<file path="src/rtl/wordle_pkg.sv">
// Shared Wordle constants: word geometry, colour codes, letter codes and scorer state encodings.
// Imported by the scorer, keyboard, wordle_sm and the VGA renderer.
package wordle_pkg;

  localparam int unsigned WORD_LEN = 5;
  localparam int unsigned LETTER_W = 5;
  localparam int unsigned WORD_W   = WORD_LEN * LETTER_W;
  localparam int unsigned COLOR_W  = 2 * WORD_LEN;

  localparam logic [1:0] COL_NONE = 2'b00;
  localparam logic [1:0] COL_GRAY = 2'b01;
  localparam logic [1:0] COL_YEL  = 2'b10;
  localparam logic [1:0] COL_GRN  = 2'b11;

  localparam logic [LETTER_W-1:0] LTR_A = 5'd0,  LTR_B = 5'd1,  LTR_C = 5'd2,  LTR_D = 5'd3;
  localparam logic [LETTER_W-1:0] LTR_E = 5'd4,  LTR_F = 5'd5,  LTR_G = 5'd6,  LTR_H = 5'd7;
  localparam logic [LETTER_W-1:0] LTR_I = 5'd8,  LTR_J = 5'd9,  LTR_K = 5'd10, LTR_L = 5'd11;
  localparam logic [LETTER_W-1:0] LTR_M = 5'd12, LTR_N = 5'd13, LTR_O = 5'd14, LTR_P = 5'd15;
  localparam logic [LETTER_W-1:0] LTR_Q = 5'd16, LTR_R = 5'd17, LTR_S = 5'd18, LTR_T = 5'd19;
  localparam logic [LETTER_W-1:0] LTR_U = 5'd20, LTR_V = 5'd21, LTR_W = 5'd22, LTR_X = 5'd23;
  localparam logic [LETTER_W-1:0] LTR_Y = 5'd24, LTR_Z = 5'd25;

  localparam logic [1:0] IDLE   = 2'd0;
  localparam logic [1:0] GREEN  = 2'd1;
  localparam logic [1:0] YELLOW = 2'd2;
  localparam logic [1:0] DONE   = 2'd3;

  // Letter at a 3-bit position; out-of-range positions read as zero.
  function automatic logic [LETTER_W-1:0] letter_at(input logic [WORD_W-1:0] w,
                                                     input logic [2:0]        idx);
    letter_at = '0;
    for (int k = 0; k < WORD_LEN; k++) begin
      if (idx == 3'(k)) letter_at = w[LETTER_W*k +: LETTER_W];
    end
  endfunction

endpackage

</file>
<file path="src/rtl/wordle_scorer.sv">
// Sequential Wordle guess scorer: a green pass over all positions, then a full
// (i,j) yellow scan that consumes target letters so duplicates score as in Wordle.
module wordle_scorer
  import wordle_pkg::*;
(
  input  logic               Clk,
  input  logic               reset,
  input  logic               Start,
  input  logic [WORD_W-1:0]  guess,
  input  logic [WORD_W-1:0]  target,
  output logic               busy,
  output logic               done,
  output logic               win,
  output logic [COLOR_W-1:0] colors
);

  localparam logic [2:0] LastIdx = 3'(WORD_LEN - 1);

  logic [1:0]          state_q, state_d;
  logic [WORD_W-1:0]   g_q, g_d, t_q, t_d;
  logic [WORD_LEN-1:0] used_q, used_d;
  logic [2:0]          i_q, i_d, j_q, j_d;
  logic [COLOR_W-1:0]  colors_q, colors_d;
  logic                win_q, win_d;

  logic [LETTER_W-1:0] g_let, t_let_i, t_let_j;
  logic [1:0]          col_i;
  logic                used_j, all_green;

  always_comb begin
    state_d  = state_q;
    g_d      = g_q;
    t_d      = t_q;
    used_d   = used_q;
    i_d      = i_q;
    j_d      = j_q;
    colors_d = colors_q;
    win_d    = win_q;

    g_let   = letter_at(g_q, i_q);
    t_let_i = letter_at(t_q, i_q);
    t_let_j = letter_at(t_q, j_q);
    col_i   = COL_NONE;
    used_j  = 1'b0;
    for (int k = 0; k < WORD_LEN; k++) begin
      if (i_q == 3'(k)) col_i = colors_q[2*k +: 2];
      if (j_q == 3'(k)) used_j = used_q[k];
    end

    case (state_q)
      IDLE: begin
        if (Start) begin
          g_d      = guess;
          t_d      = target;
          colors_d = '0;
          win_d    = 1'b0;
          used_d   = '0;
          i_d      = '0;
          j_d      = '0;
          state_d  = GREEN;
        end
      end
      GREEN: begin
        if (g_let == t_let_i) begin
          for (int k = 0; k < WORD_LEN; k++) begin
            if (i_q == 3'(k)) begin
              colors_d[2*k +: 2] = COL_GRN;
              used_d[k]          = 1'b1;
            end
          end
        end
        if (i_q == LastIdx) begin
          i_d     = '0;
          j_d     = '0;
          state_d = YELLOW;
        end else begin
          i_d = i_q + 3'd1;
        end
      end
      YELLOW: begin
        // Lowest unused matching target letter wins; a scored position ignores later j.
        if (col_i == COL_NONE && !used_j && g_let == t_let_j) begin
          col_i = COL_YEL;
          for (int k = 0; k < WORD_LEN; k++) begin
            if (j_q == 3'(k)) used_d[k] = 1'b1;
          end
        end
        if (j_q == LastIdx && col_i == COL_NONE) col_i = COL_GRAY;
        for (int k = 0; k < WORD_LEN; k++) begin
          if (i_q == 3'(k)) colors_d[2*k +: 2] = col_i;
        end
        if (j_q == LastIdx) begin
          j_d = '0;
          if (i_q == LastIdx) begin
            i_d     = '0;
            state_d = DONE;
          end else begin
            i_d = i_q + 3'd1;
          end
        end else begin
          j_d = j_q + 3'd1;
        end
      end
      default: state_d = IDLE;
    endcase

    all_green = 1'b1;
    for (int k = 0; k < WORD_LEN; k++) begin
      if (colors_d[2*k +: 2] != COL_GRN) all_green = 1'b0;
    end
    if (state_q == YELLOW && state_d == DONE) win_d = all_green;
  end

  always_ff @(posedge Clk) begin
    if (!reset) begin
      state_q  <= IDLE;
      g_q      <= '0;
      t_q      <= '0;
      used_q   <= '0;
      i_q      <= '0;
      j_q      <= '0;
      colors_q <= '0;
      win_q    <= 1'b0;
    end else begin
      state_q  <= state_d;
      g_q      <= g_d;
      t_q      <= t_d;
      used_q   <= used_d;
      i_q      <= i_d;
      j_q      <= j_d;
      colors_q <= colors_d;
      win_q    <= win_d;
    end
  end

  assign busy   = (state_q != IDLE);
  assign done   = (state_q == DONE);
  assign win    = win_q;
  assign colors = colors_q;

endmodule
</file>
<file path="config.mk">
export PLATFORM = sky130hd
export DESIGN_NAME = wordle_scorer
export DESIGN_NICKNAME = d
export VERILOG_FILES = /design/src/rtl/wordle_pkg.sv /design/src/rtl/wordle_scorer.sv
export SDC_FILE = /design/constraint.sdc
export NUM_CORES = 1
export LEC_CHECK = 0
export ABC_AREA = 1
export BUFFER_PORTS_ARGS = -buffer_cell sky130_fd_sc_hd__clkbuf_2
export CORE_ASPECT_RATIO = 0.7
export CORE_MARGIN = 4
export CORE_UTILIZATION = 45
export CTS_BUF_LIST = sky130_fd_sc_hd__clkbuf_8
export CTS_CLUSTER_SIZE = 30
export DETAILED_ROUTE_END_ITERATION = 16
export GPL_TIMING_DRIVEN = 0
export PLACE_DENSITY = 0.65
export SYNTH_ARGS = -nofsm -noshare
export SYNTH_HDL_FRONTEND = slang
export SYNTH_SLANG_ARGS = --single-unit
</file>
<file path="constraint.sdc">
create_clock -name Clk -period 3 [get_ports Clk]
set_input_delay 0.45 -clock Clk [delete_from_list [all_inputs] [get_ports Clk]]
set_output_delay 0.45 -clock Clk [all_outputs]
set_load 0.01 [all_outputs]
</file>
==> impl_metrics.env <==
export IMPL_insertion_delay_ns=0.36
export IMPL_vdd_drop_max_mv=0.288
export IMPL_drcViolationCount=0
export IMPL_required_ns=3.29
export IMPL_power_density_mw_per_mm2=712
export IMPL_die_area_mm2=0.0122
export IMPL_cts_tree="built"
export IMPL_antennaDiodeCount=0
export IMPL_synth_compound_area_share_pct=17.3
export IMPL_max_freq_ghz=0.348
export IMPL_ys_ff_latch=74
export IMPL_min_to="g_q[8]"
export IMPL_worst_slew_pin_transition_ns=0.641
export IMPL_synth_mux_area_share_pct=0
export IMPL_p_sw_mw=1.77
export IMPL_fp_dieH_um=93.5
export IMPL_internal_power_mw=2.26
export IMPL_finalCritPeriodShare_pct=95.9
export IMPL_drt_first_pass_iters=6
export IMPL_yosys_warnings=0
export IMPL_crit_type="reg -> reg"
export IMPL_synthSimpleGateAreaFrac_pct=34.2
export IMPL_rr_endpoint="win"
export IMPL_gp_congestion=0.945
export IMPL_cts_inserted_buffers=9
export IMPL_io_buffers=65
export IMPL_crit_start="i_q[0]"
export IMPL_cts_buffer_depth=2
export IMPL_pre_cts_ws_ns=-0.203
export IMPL_setup_ws_ns=0.124
export IMPL_grt_overflow=0
export IMPL_post_drt_wl_per_cell_um=14.6
export IMPL_cp_end_kind="register"
export IMPL_post_route_min_period_ns=2.88
export IMPL_cts_root_buf="clkbuf_8"
export IMPL_comb_power_share_pct=47.2
export IMPL_synth_area_mm2=0.00470
export IMPL_grt_pass1_wl_um=22900
export IMPL_placementRows=30
export IMPL_synth_avg_cell_area_um2=5.91
export IMPL_yosysUniqueCellTypes=32
export IMPL_clock_sinks=74
export IMPL_drt_iter0_drc=561
export IMPL_pwr_share_clk_pct=21.8
export IMPL_antenna_found_initial=0
export IMPL_final_layout_size_suffix_gt1_share_pct=17.3
export IMPL_synth_top_family_by_area="simple AND/OR/NAND/NOR gates"
export IMPL_io_pin_count=66
export IMPL_ant_nets=0
export IMPL_synthAdderAreaFrac_pct=3.99
export IMPL_rr_worst_depth=23
export IMPL_p_leak_nw=2.79
export IMPL_holdCritStartpoint="guess[8]"
export IMPL_status="finished, final reports clean"
export IMPL_cp_start_kind="register"
export IMPL_clk_pin_slew_worst_paths_ns=0.09
export IMPL_fin_nets=947
export IMPL_min_path_cells=3
export IMPL_core_area_mm2=0.00995
export IMPL_fp_dieW_um=130
export IMPL_viasPerCell=5.17
export IMPL_arrival_ns=3.17
export IMPL_syn_num_nets=863
export IMPL_drv_slew=0
export IMPL_grt_max_degree=14
export IMPL_seqPwrFrac_pct=31.0
export IMPL_relSlewSlack_pct=57.3
export IMPL_dp_final_hpwl_um=11300
export IMPL_hold_violations=0
export IMPL_whs_ns=0.341
export IMPL_swShare_pct=43.9
export IMPL_hold_path_class="in -> reg"
export IMPL_syn2layout_area_growth_pct=20.3
export IMPL_grt_pass1_vias=4460
export IMPL_vias=5230
export IMPL_maxCapViolations=0
export IMPL_gr_usage_all_layers_pct=24.1
export IMPL_setup_viol=0
export IMPL_rrSetupSlack_ns=0.12
export IMPL_h_tree_depth=3
export IMPL_fillCellCount=996
export IMPL_clock_skew_ns=0.0117
export IMPL_routed_wirelength_um=14700
export IMPL_worstPathMaxFanout=8
export IMPL_synthCells=795
export IMPL_floorplan_initialDensity_pct=47.2
export IMPL_reg2reg_from="i_q[0]"
export IMPL_seq_area_frac_synth_pct=31.5
export IMPL_synth_xor_area_share_pct=0.373
[power groups by stage]
stage / registers (mW) / clock network, mW / logic, mW
after floorplan: 1.23 / 0 / 1.22
after global placement: 1.26 / 0 / 1.60
after detailed placement: 1.26 / 0 / 1.65
after CTS: 1.24 / 0.887 / 1.68
after global routing: 1.27 / 0.931 / 2.10
final: 1.25 / 0.877 / 1.90
[flip-flops by register name, indices dropped and copies added (netlist names)]
name and flops:
t_q 25, win 1, colors 10, i_q 3
g_q 25, state_q 2, j_q 3, used_q 5
[cells in the final DEF, fill, tap and decap left out, types with 4 or more instances in the layout]
cell type  Yosys  layout
nor2_4         2       5
clkbuf_1      24      21
a21oi_1       49      47
ha_2           0       4
inv_1        103     100
nand2_1      206     198
nor2_1       140     135
o21ai_1       10      13
nor2_2         3       5
clkbuf_2       0      65
nand2_2        2       9
clkinv_1       6       5
clkbuf_8       0       9
o21ai_0       84      80
inv_2          5       7
nand3_1       39      38
buf_4          1      11
dfxtp_1       74      71
ha_1          15       9
buf_6          2       8
[cells by family (layout without fill, tap and decap cells)]
family / count (synthesis) / in the layout
and+or+nand+nor: 399 / 399
AOI/OAI and AO/OA: 155 / 155
buffers and inverters: 150 / 239
DFF: 74 / 74
adders and majority gates: 15 / 15
xor gates and xnor gates: 2 / 2
[worst max-delay path by stage]
stage                           end  cells after the start
after CTS                       win                     23
after detailed placement        win                     23
final                           win                     23
after global placement          win                     23
after floorplan           used_q[1]                     19
after global routing            win                     24
[critical path, cell delays in order, from the launching register on]
cell,delay [ns]
dfxtp_4,0.37
ha_2,0.18
ha_2,0.16
buf_6,0.12
inv_4,0.05
buf_6,0.11
buf_6,0.11
o21ai_1,0.06
clkinv_1,0.04
nand2_1,0.09
nand2_1,0.08
nand2_1,0.08
xor2_2,0.19
nor2_4,0.17
nand2_4,0.13
o21ai_2,0.13
nand2_1,0.06
nand2_1,0.09
nand2_1,0.06
nand2_1,0.07
nand2_1,0.08
nor2_2,0.17
nand2_1,0.08
a21oi_2,0.12
[per-stage QoR]
step / utilization [%] / TNS [ns] / cells / instance area [um^2] / power [mW]
after floorplan: - / 0 / 795 / 4700 / 2.45
after global placement: 52.1 / -0.231 / 988 / 5180 / 2.86
after detailed placement: 52.1 / -0.350 / 988 / 5180 / 2.91
after CTS: 54.6 / 0 / 1004 / 5430 / 3.81
after global routing: 56.8 / -0.0181 / 1012 / 5650 / 4.30
final: 56.8 / 0 / 1012 / 5650 / 4.02
[final cells by class]
class | count | area, um^2 | area share, %
Buffer | 34 | 200 | 3.54
Clock buffer | 9 | 124 | 2.19
Sequential cell | 74 | 1490 | 26.4
Multi-Input combinational cell | 571 | 2740 | 48.5
Inverter | 114 | 435 | 7.70
Tap cell | 128 | 160 | 2.83
Clock inverter | 7 | 93.8 | 1.66
Timing Repair Buffer | 75 | 404 | 7.15
[synthesized netlist by cell type]
library cell,n,area share [%]
buf_6,2,0.48
nand3b_1,1,0.16
a211oi_1,2,0.32
clkinv_1,6,0.48
nand3_2,1,0.21
inv_2,5,0.40
dfxtp_1,74,32
nor3_1,1,0.11
xor2_1,2,0.37
a21oi_1,49,5.2
nor2_1,140,11
o311ai_0,1,0.19
nor2_2,3,0.40
o21bai_1,1,0.16
nor2_4,2,0.48
o211ai_1,2,0.32
a21oi_2,1,0.19
buf_2,9,0.96
o2111ai_1,3,0.56
nand2_2,2,0.27
nand2_4,2,0.48
o21ai_2,1,0.19
nand2_1,206,16
a22o_1,1,0.19
o21ai_1,10,1.1
ha_1,15,4.0
buf_4,1,0.16
inv_1,103,8.2
nand4_1,2,0.27
clkbuf_1,24,1.9
o21ai_0,84,8.9
nand3_1,39,4.2
[repair_timing]
| action | 4_1_cts | 5_1_grt |
|---|---|---|
| gates cloned | 0 | 0 |
| pin swaps | 1 | 12 |
| hold buffers | 0 | 0 |
| setup buffers | 1 | 9 |
| setup endpoints to repair | 6 | 7 |
| resized for setup | 9 | 61 |
[per-layer routing]
metal / up-vias / routed length [um] / GRT usage (%)
met5: - / 0 / 0
met4: 0 / 145 / 5.62
met3: 14 / 1420 / 5.19
met2: 260 / 5850 / 33.0
met1: 2315 / 7320 / 37.7
li1: 2641 / - / -
(Power assumes the default switching activity.)
